`config.mk`:
```
export PLATFORM = sky130hd
export DESIGN_NAME = rega_multizona
export DESIGN_NICKNAME = d
export VERILOG_FILES = /design/src/rtl/rega_multizona.sv
export SDC_FILE = /design/constraint.sdc
export NUM_CORES = 1
export LEC_CHECK = 0
export CORE_UTILIZATION = 60
export CTS_BUF_LIST = sky130_fd_sc_hd__clkbuf_8
export CTS_CLUSTER_DIAMETER = 80
export CTS_CLUSTER_SIZE = 8
export DETAILED_ROUTE_END_ITERATION = 8
export DONT_BUFFER_PORTS = 1
export GPL_TIMING_DRIVEN = 0
export MAX_ROUTING_LAYER = met4
export PLACE_DENSITY = 0.75
export SLEW_MARGIN = 20
export SYNTH_ARGS = -nofsm -noshare
export SYNTH_HDL_FRONTEND = slang
export SYNTH_SLANG_ARGS = --single-unit
```
`constraint.sdc`:
```
create_clock -name clk -period 3.42 [get_ports clk]
set_clock_uncertainty 0.05 [all_clocks]
set_input_delay 0.342 -clock clk [delete_from_list [all_inputs] [get_ports clk]]
set_output_delay 0.342 -clock clk [all_outputs]
set_load 0.02 [all_outputs]
```
`src/rtl/rega_multizona.sv`:
```
// Multi-zone irrigation controller: one tank feeding ZONES zones.
// Contains the fill/drain FSM, the tick-paced level counter, a round-robin
// zone arbiter, the cleaning drain, invalid-mode error handling and the
// fertilizer mixer that runs during sprinkler irrigation.
module rega_multizona #(
    parameter int LEVEL_W     = 3,
    parameter int ZONES       = 4,
    parameter int CLK_DIV     = 50000,
    parameter int FILL_TICKS  = 1,
    parameter int DRIP_TICKS  = 4,
    parameter int SPRAY_TICKS = 2,
    parameter int CLEAN_TICKS = 1,
    parameter int MIX_TICKS   = 3
) (
    input  logic                 clk,
    input  logic                 reset,
    input  logic [ZONES-1:0]     zone_req,
    input  logic [2*ZONES-1:0]   zone_mode,
    input  logic                 B_Adb,
    output logic                 Ve,
    output logic                 ERRO,
    output logic                 Gotejamento,
    output logic                 Aspersao,
    output logic                 Limpeza,
    output logic                 Mist_Adb,
    output logic [ZONES-1:0]     zone_active,
    output logic [LEVEL_W-1:0]   nivel,
    output logic                 busy
);

    function automatic int max_rate();
        int m;
        m = FILL_TICKS;
        if (DRIP_TICKS  > m) m = DRIP_TICKS;
        if (SPRAY_TICKS > m) m = SPRAY_TICKS;
        if (CLEAN_TICKS > m) m = CLEAN_TICKS;
        return m;
    endfunction

    localparam int PRE_W  = $clog2(CLK_DIV);
    localparam int STEP_W = $clog2(max_rate() + 1);
    localparam int MIX_W  = $clog2(MIX_TICKS + 1);
    localparam int IDX_W  = $clog2(ZONES);

    localparam logic [LEVEL_W-1:0] FULL     = '1;
    localparam logic [LEVEL_W-1:0] LAST     = FULL - 1'b1;
    localparam logic [LEVEL_W-1:0] ONE_LVL  = LEVEL_W'(1);
    localparam logic [ZONES-1:0]   ONE_ZONE = ZONES'(1);
    localparam logic [MIX_W-1:0]   MIX_LAST = MIX_W'(MIX_TICKS - 1);

    typedef enum logic [2:0] {
        IDLE, FILL, READY, DRIP, SPRAY, CLEAN, ERR
    } state_t;

    // Level arithmetic saturates so the tank level can never wrap.
    function automatic logic [LEVEL_W-1:0] level_inc(input logic [LEVEL_W-1:0] l);
        return (l == FULL) ? l : l + 1'b1;
    endfunction

    function automatic logic [LEVEL_W-1:0] level_dec(input logic [LEVEL_W-1:0] l);
        return (l == '0) ? l : l - 1'b1;
    endfunction

    state_t               state, state_nxt;
    logic [LEVEL_W-1:0]   nivel_nxt;
    logic [PRE_W-1:0]     presc;
    logic                 tick;
    logic [STEP_W-1:0]    step_cnt;
    logic [STEP_W-1:0]    rate_m1;
    logic                 step;
    logic [IDX_W-1:0]     rr_ptr, ptr_nxt;
    logic [IDX_W-1:0]     gnt_idx, gnt_nxt;
    logic                 arb_found;
    logic [IDX_W-1:0]     arb_idx;
    logic [1:0]           arb_mode;
    logic                 gnt_req;
    logic [1:0]           gnt_mode_now;
    logic                 empty;
    logic                 b_adb_p0, b_adb_p1, b_adb_p2;
    logic                 b_rise;
    logic                 adubou;
    logic [MIX_W-1:0]     mix_cnt;

    assign tick = (presc == PRE_W'(CLK_DIV - 1));

    // Free-running base-tick prescaler, independent of the FSM.
    always_ff @(posedge clk) begin
        if (reset)     presc <= '0;
        else if (tick) presc <= '0;
        else           presc <= presc + 1'b1;
    end

    // Ticks-per-step for the current state; idle states reuse the fill rate.
    always_comb begin
        rate_m1 = STEP_W'(FILL_TICKS - 1);
        case (state)
            DRIP:    rate_m1 = STEP_W'(DRIP_TICKS - 1);
            SPRAY:   rate_m1 = STEP_W'(SPRAY_TICKS - 1);
            CLEAN:   rate_m1 = STEP_W'(CLEAN_TICKS - 1);
            default: rate_m1 = STEP_W'(FILL_TICKS - 1);
        endcase
    end

    assign step = tick && (step_cnt == rate_m1);

    // Step counter restarts on every state change so each state gets full periods.
    always_ff @(posedge clk) begin
        if (reset)                  step_cnt <= '0;
        else if (state_nxt != state) step_cnt <= '0;
        else if (tick)              step_cnt <= step ? '0 : step_cnt + 1'b1;
    end

    // Round-robin search starting just after the last granted zone.
    always_comb begin
        arb_found = 1'b0;
        arb_idx   = '0;
        for (int i = 1; i <= ZONES; i++) begin
            if (!arb_found && zone_req[(int'(rr_ptr) + i) % ZONES]) begin
                arb_found = 1'b1;
                arb_idx   = IDX_W'((int'(rr_ptr) + i) % ZONES);
            end
        end
    end

    assign arb_mode     = zone_mode[{arb_idx, 1'b0} +: 2];
    assign gnt_req      = zone_req[gnt_idx];
    assign gnt_mode_now = zone_mode[{gnt_idx, 1'b0} +: 2];

    // Next-state, level and grant decisions.
    always_comb begin
        state_nxt = state;
        nivel_nxt = nivel;
        ptr_nxt   = rr_ptr;
        gnt_nxt   = gnt_idx;
        empty     = 1'b0;
        case (state)
            IDLE: state_nxt = FILL;
            FILL: begin
                if (nivel == FULL) begin
                    state_nxt = READY;
                end else if (step) begin
                    nivel_nxt = level_inc(nivel);
                    if (nivel == LAST) state_nxt = READY;
                end
            end
            READY: begin
                // A requesting zone with mode 00 blocks the grant; pointer stays put.
                if (arb_found && arb_mode != 2'b00) begin
                    ptr_nxt = arb_idx;
                    gnt_nxt = arb_idx;
                    case (arb_mode)
                        2'b01:   state_nxt = DRIP;
                        2'b10:   state_nxt = SPRAY;
                        default: state_nxt = ERR;
                    endcase
                end
            end
            DRIP, SPRAY: begin
                if (!gnt_req) begin
                    state_nxt = CLEAN;
                end else if (step) begin
                    nivel_nxt = level_dec(nivel);
                    if (nivel == ONE_LVL) begin
                        state_nxt = FILL;
                        empty     = 1'b1;
                    end
                end
            end
            CLEAN: begin
                if (nivel == '0) begin
                    state_nxt = FILL;
                    empty     = 1'b1;
                end else if (step) begin
                    nivel_nxt = level_dec(nivel);
                    if (nivel == ONE_LVL) begin
                        state_nxt = FILL;
                        empty     = 1'b1;
                    end
                end
            end
            ERR: begin
                if (!gnt_req || gnt_mode_now == 2'b01 || gnt_mode_now == 2'b10)
                    state_nxt = READY;
            end
            default: state_nxt = IDLE;
        endcase
    end

    // FSM state, level, arbiter pointer and registered status outputs.
    always_ff @(posedge clk) begin
        if (reset) begin
            state       <= IDLE;
            nivel       <= '0;
            rr_ptr      <= IDX_W'(ZONES - 1);
            gnt_idx     <= '0;
            Ve          <= 1'b0;
            ERRO        <= 1'b0;
            Gotejamento <= 1'b0;
            Aspersao    <= 1'b0;
            Limpeza     <= 1'b0;
            busy        <= 1'b0;
            zone_active <= '0;
        end else begin
            state       <= state_nxt;
            nivel       <= nivel_nxt;
            rr_ptr      <= ptr_nxt;
            gnt_idx     <= gnt_nxt;
            Ve          <= (state_nxt == FILL);
            ERRO        <= (state_nxt == ERR);
            Gotejamento <= (state_nxt == DRIP);
            Aspersao    <= (state_nxt == SPRAY);
            Limpeza     <= (state_nxt == CLEAN);
            busy        <= (state_nxt != READY);
            zone_active <= (state_nxt == DRIP || state_nxt == SPRAY || state_nxt == ERR)
                           ? (ONE_ZONE << gnt_nxt) : '0;
        end
    end

    assign b_rise = b_adb_p1 && !b_adb_p2;

    // Button synchroniser (two flops) plus one flop for edge detection.
    always_ff @(posedge clk) begin
        if (reset) begin
            b_adb_p0 <= 1'b0;
            b_adb_p1 <= 1'b0;
            b_adb_p2 <= 1'b0;
        end else begin
            b_adb_p0 <= B_Adb;
            b_adb_p1 <= b_adb_p0;
            b_adb_p2 <= b_adb_p1;
        end
    end

    // Fertilizer mixer: one dose per tank, only while sprinkling.
    always_ff @(posedge clk) begin
        if (reset) begin
            adubou   <= 1'b0;
            Mist_Adb <= 1'b0;
            mix_cnt  <= '0;
        end else begin
            if (empty) adubou <= 1'b0;
            if (state_nxt != SPRAY) begin
                Mist_Adb <= 1'b0;
                mix_cnt  <= '0;
            end else if (state == SPRAY && b_rise && !adubou) begin
                Mist_Adb <= 1'b1;
                adubou   <= 1'b1;
                mix_cnt  <= '0;
            end else if (Mist_Adb && tick) begin
                if (mix_cnt == MIX_LAST) begin
                    Mist_Adb <= 1'b0;
                    mix_cnt  <= '0;
                end else begin
                    mix_cnt <= mix_cnt + 1'b1;
                end
            end
        end
    end

endmodule

```
==> impl_metrics.toml, run 1 <==
[run_status]
outcome = "finished, final reports clean"

[die]
start_util = 0.621
io-pin-count = 29
core_area_sq_mm = 0.00400
die_height_um = 66.3
rows = 23
die_w_um = 66.3
fp.dieArea_sq_mm = 0.00440

[global_route]
grt_max_degree = 16
grt_pass1_wl_mm = 8.29
antenna_found_initial = 0
grt_pass1_vias = 1999
globalRouteTotalUtil = 0.255
grt_remaining_overflow = 0

[detailed_routing]
wl_met2_mm = 2.39
via_per_inst = 5.88
route.met3.wl_um = 154
ant_nets = 0
first_pass_iters = 4
wl_met1_mm = 2.18
wirelength_mm = 4.80
post_drt_wl_per_cell_um = 14.1
via_count = 2000
drtIter0Drc = 96
drc_errors = 0
topRoutingLayerUsed = "met4"

[cts]
clockBufferDepth = 2
cts_max_level = 2
cts_tree = "built"
clk-insertion-delay-late_ns = 0.30
clk_pin_slew_ns = 0.09
post_cts_resized = 0
cts_hold_buf = 0
cts_sinks = 46
cts_buffers = 5
cts_root_buf = "clkbuf_8"
postCtsSetupBuffers = 0

[synth]
syn_inst = 282
ys_seq_elements = 46
yosysSeqAreaShare = 0.371
ys.flop_type = "dfxtp_1"
syn_avg_cell_area_sq_um = 8.80
yosysWarningCount = 0
synth_cell_types = 61
ys_async_sr_fraction = 0
syn_area_sq_mm = 0.00248
synth_fp_nets = 305
synth_edf_count = 0

[power_and_ir_drop]
internal-power_w = 0.000796
clock_power_share = 0.393
pwr-share-seq = 0.536
p_per_area_mw_per_mm2 = 388
comb_power_share = 0.072
p_leak_nw = 0.984
p_sw_w = 0.000235
p_sw_frac = 0.228
ir_worst_vdd_uv = 345

[timing]
setup_tns_ns = 0
period_needed_ns = 2.76
drv_slew = 0
setup_viol = 0
final_hold_viol_count = 0
fmax_mhz = 362
tightest_slew_ns = 0.626
grt_setup_unrepaired = "false"
relSlewSlack = 0.580
min_period_over_period = 0.807
setup_slack_ns = 0.661

[worst_setup_path]
critical_path_arrival_ns = 2.93
rr_endpoint = "zone_active[3]"
reg2reg_depth = 8
crit_end = "zone_active[3]"
rrSetupSlack_ns = 0.66
crit_type = "reg2reg"
cp_max_fo = 8
critPathCaptureType = "register"
startpoint_type = "register"
r2r_start = "rr_ptr[1]"
cp_data_required_time_ns = 3.59
startpoint = "rr_ptr[1]"

[layout]
nFillCells = 354
diodes = 0
nets = 312
final_layout_size_suffix_gt1_frac = 0.0793
syn_to_final_growth_pct = 7.06
utilization = 0.664

[run]
drv_cap = 0

[placed_design]
dp_hpwl_mm = 3.65
place_congestion = 0.907
io_buffers = 0
pre_cts_ws_ns = 0.665

[worst_hold_path]
min_from = "reset"
min_path_type = "in2reg"
## layer usage
layer / GRT usage / up-vias
met5: - / -
met4: 0.114 / 0
met3: 0.0586 / 9
met2: 0.435 / 41
met1: 0.281 / 933
li1: - / 1017
## worst max-delay path, cell delays in order (launching register included)
cell and delay (ns):
dfxtp_1 0.45, nand3b_1 0.12, a31oi_2 0.37, mux2i_1 0.35, mux2i_1 0.15, a211oi_1 0.47, a31oi_4 0.12, mux2_4 0.35
nor4_2 0.23
## layout make-up
class                           instances  area, sq um  share of cell area
Buffer                                  7         38.8              0.0146
Clock buffer                            5         68.8              0.0259
Clock inverter                          3         43.8              0.0165
Inverter                               12         45.0              0.0169
Multi-Input combinational cell        217         1480               0.556
Sequential cell                        46          921               0.347
Tap cell                               50         62.6              0.0235
## power groups by stage
| stage | Combinational, W | Clock [W] | Sequential [W] |
|---|---|---|---|
| after CTS | 0.0000743 | 0.000412 | 0.000552 |
| after global placement | 0.0000728 | 0 | 0.000565 |
| after detailed placement | 0.0000739 | 0 | 0.000565 |
| after global routing | 0.0000848 | 0.000427 | 0.000554 |
| final | 0.0000741 | 0.000405 | 0.000552 |
| after floorplan | 0.0000619 | 0 | 0.000564 |
## Yosys cell counts, types with 4 or more instances
cell type  instances  area [sq um]
a21oi_1           10          50.1
and3_1             8          50.1
dfxtp_1           46           921
ha_1               8           100
inv_1             12          45.0
mux2i_1            7          70.1
nand2_1           26          97.6
nand2b_1           5          31.3
nand3_1            9          45.0
nand4_1            4          25.0
nor2_1            32           120
nor2b_1            7          43.8
nor3_1            10          50.1
nor3b_1            6          45.0
nor4_1             4          25.0
o21ai_0            8          40.0
xnor2_1           12           105
xor2_1             7          61.3
## cells in the final DEF (no fill, tap or decap), drive strengths merged, types with 3 or more instances in the layout
cell type and instances:
a21boi 4, a21oi 10, a22oi 3, a31oi 4, and3 8, buf 4
clkbuf 8, dfxtp 46, ha 8, inv 13, mux2 3, mux2i 7
nand2 26, nand2b 5, nand3 9, nand4 4, nor2 32, nor2b 7
nor3 11, nor3b 7, nor4 5, o21a 3, o21ai 11, xnor2 12
xor2 7
## how the worst min path moves through the flow
stage	to	slack (ns)	cells after the start
after global placement	b_adb_p2	0.36	1
after detailed placement	b_adb_p2	0.37	1
after CTS	b_adb_p2	0.04	1
final	b_adb_p2	0.05	1
after floorplan	b_adb_p1	0.36	1
after global routing	b_adb_p2	0.03	1
## state kept, by name, indices dropped and copies added (netlist names), 2 cells and up
name         count
presc           16
zone_active      4
nivel            3
state            3
step_cnt         3
gnt_idx          2
mix_cnt          2
rr_ptr           2
## logic make-up after synthesis
kind of cell,count (synthesis),synth area share
buf+inv,19,0.0338
compound gates,50,0.152
flops,46,0.371
simple gates,128,0.274
mux,12,0.0615
fa+ha+maj,8,0.0403
xor+xnor,19,0.0670
## stage by stage
| step | cells | hold WS, ns | power (W) | cell area [sq um] |
|---|---|---|---|---|
| after global routing | 340 | 0.0344 | 0.00107 | 2660 |
| final | 340 | 0.0468 | 0.00103 | 2660 |
| after detailed placement | 332 | 0.366 | 0.000639 | 2540 |
| after CTS | 340 | 0.0379 | 0.00104 | 2660 |
| after floorplan | 282 | 0.364 | 0.000626 | 2480 |
| after global placement | 332 | 0.364 | 0.000638 | 2540 |
No activity file was read; power rests on OpenSTA's default activity.
==> inputs of run 2 (changes only) <==
CORE_UTILIZATION = 59   (was 60)
PLACE_DENSITY = 0.77   (was 0.75)
clock period = 2.48 ns   (was 3.42 ns; I/O delays follow)
==> run 2 against run 1 <==
First-iteration DRC count increased by 47%. Sequential share of layout area decreased by 3.4 points. Utilization increased by 7.2 points. Register-to-register slack got worse by 0.65 ns. Critical path depth increased by 1. Total power increased by 42%. Setup slack got worse by 0.65 ns. Sequential power increased by 38%. Non-clock buffer count increased by 17. Routed wire length increased by 20%.
==> impl_metrics.toml, run 2 (synthesized netlist as in run 1, its figures left out) <==
[global_route]
grt_pass1_wl_mm = 8.71
met3_usage = 0.0719
grt_remaining_overflow = 0
met1_usage = 0.325
globalRouteTotalUtil = 0.266
grt_max_degree = 16
use_met2 = 0.436
grt_most_used_layer = "met2"
antenna_found_initial = 0
grt_pass1_vias = 1986

[power_and_ir_drop]
internal-power_w = 0.00111
p_per_area_mw_per_mm2 = 492
ir_worst_vdd_uv = 447
clock_power_share = 0.386
p_leak_nw = 1.11
p_sw_frac = 0.237
pwr-share-seq = 0.522
comb_power_share = 0.092
p_sw_w = 0.000345

[layout]
layout_commonest_cell = "dfxtp_1"
top_register = "presc"
multi_input_area_sq_mm = 0.00164
diodes = 0
nets = 329
largest_reg_flops = 16
utilization = 0.737
final_layout_size_suffix_gt1_frac = 0.225
seq_area_sq_um = 927
final_cells = 357
largestRegisters = "presc x16, zone_active x4"
syn_to_final_growth_pct = 19.6
mostFrequentLayoutCells = "dfxtp_1 (43), nor2_1 (32), nand2_1 (25)"
nFillCells = 286

[timing]
drv_slew = 0
final_hold_viol_count = 0
min_period_over_period = 0.996
relSlewSlack = 0.598
fmax_mhz = 405
setup_viol = 0
setup_slack_ns = 0.00926
grt_setup_unrepaired = "true"
tightest_slew_ns = 0.603
period_needed_ns = 2.47

[worst_setup_path]
cp_data_required_time_ns = 2.66
critical_path_arrival_ns = 2.65
cp_cell_sequence = "inv_1 > or2_1 > a32o_2 > buf_6 > a21boi_2 > nand2_1 > a31oi_4 > mux2_4 > nor4_2"
r2r_start = "state[1]"
reg2reg_depth = 9
rr_endpoint = "zone_active[3]"
critPathCaptureType = "register"
slowest_delay_ns = 0.38
cp_max_fo = 9
startpoint_type = "register"
rrSetupSlack_ns = 0.009
cpMaxStageDelayCell = "dfxtp_1"
crit_type = "reg2reg"

[run]
drv_cap = 0

[detailed_routing]
drtIter0Drc = 141
via_count = 2104
drc_errors = 0
first_pass_iters = 4
ant_nets = 0
wirelength_mm = 5.77
post_drt_wl_per_cell_um = 16.2
via_per_inst = 5.89

[worst_hold_path]
min_from = "B_Adb"
min_path_cells = 1
min_path_type = "in2reg"
hold_path_end = "b_adb_p0"

[die]
io-pin-count = 29
start_util = 0.616
die_height_um = 66.9
core_area_sq_mm = 0.00403
rows = 23
fp.dieArea_sq_mm = 0.00447
die_w_um = 66.9

[placed_design]
dp_hpwl_mm = 3.63
io_buffers = 0
placed_cells = 332
place_congestion = 0.927
pre_cts_ws_ns = -0.256

[cts]
clk-insertion-delay-late_ns = 0.31
cts_sinks = 46
cts_root_buf = "clkbuf_8"
cts_max_level = 2
cts_tree = "built"
clockBufferDepth = 2
cts_buffers = 5
clk_pin_slew_ns = 0.09

[run_status]
outcome = "finished, final reports clean"
## run 2: what timing repair did
action	in CTS	in global routing
resized for setup	17	25
hold buffers	1	0
pin swaps	7	12
hold endpoints to repair	5	0
setup endpoints to repair	20	22
buffers inserted	6	11
## run 2: power by group through the flow
stage	Clock, W	Combinational [W]	Sequential, W
floorplan	0	0.0000854	0.000777
global placement	0	0.000100	0.000779
detailed placement	0	0.000102	0.000780
CTS	0.000567	0.000113	0.000763
global route	0.000595	0.000146	0.000764
finish	0.000564	0.000135	0.000762
## run 2: worst max-delay path: cells and delay by family (launching register included)
kind                   cells  cell delay [ns]
AO/OA/AOI/OAI              3             0.69
AND/OR/NAND/NOR            3             0.63
flip-flops                 1             0.38
multiplexers               1             0.36
buffers and inverters      2             0.27
## run 2: worst max path at each step
stage	from	to	slack [ns]	depth (start not counted)
floorplan	state[0]	zone_active[3]	0.05	10
global placement	presc[6]	step_cnt[0]	-0.23	8
detailed placement	presc[6]	step_cnt[0]	-0.26	8
CTS	presc[6]	zone_active[3]	-0.001	7
global route	state[1]	zone_active[3]	-0.10	9
finish	state[1]	zone_active[3]	0.009	9
## run 2: routing by layer
metal	share of wire	vias to the layer above
met5	0	-
met4	0.0088	0
met3	0.032	5
met2	0.50	40
met1	0.46	1012
li1	-	1047
## run 2: stage by stage
step / hold slack, ns / setup TNS [ns] / power (W) / cell area (sq um)
2_1_floorplan: 0.270 / 0 / 0.000863 / 2480
3_3_place_gp: 0.271 / -1.80 / 0.000879 / 2540
3_5_place_dp: 0.273 / -2.39 / 0.000882 / 2540
4_1_cts: 0.0139 / -0.00147 / 0.00144 / 2770
5_1_grt: 0.0228 / -0.513 / 0.00150 / 2970
6_report: 0.0136 / 0 / 0.00146 / 2970
## run 2: layout make-up
cell class	count	share of cell area
timing repair buffer	18	0.0476
buffer	6	0.0131
inverter	12	0.0152
multi-input combinational	217	0.553
sequential	46	0.312
clock buffer	5	0.0232
tap	50	0.0211
clock inverter	3	0.0148
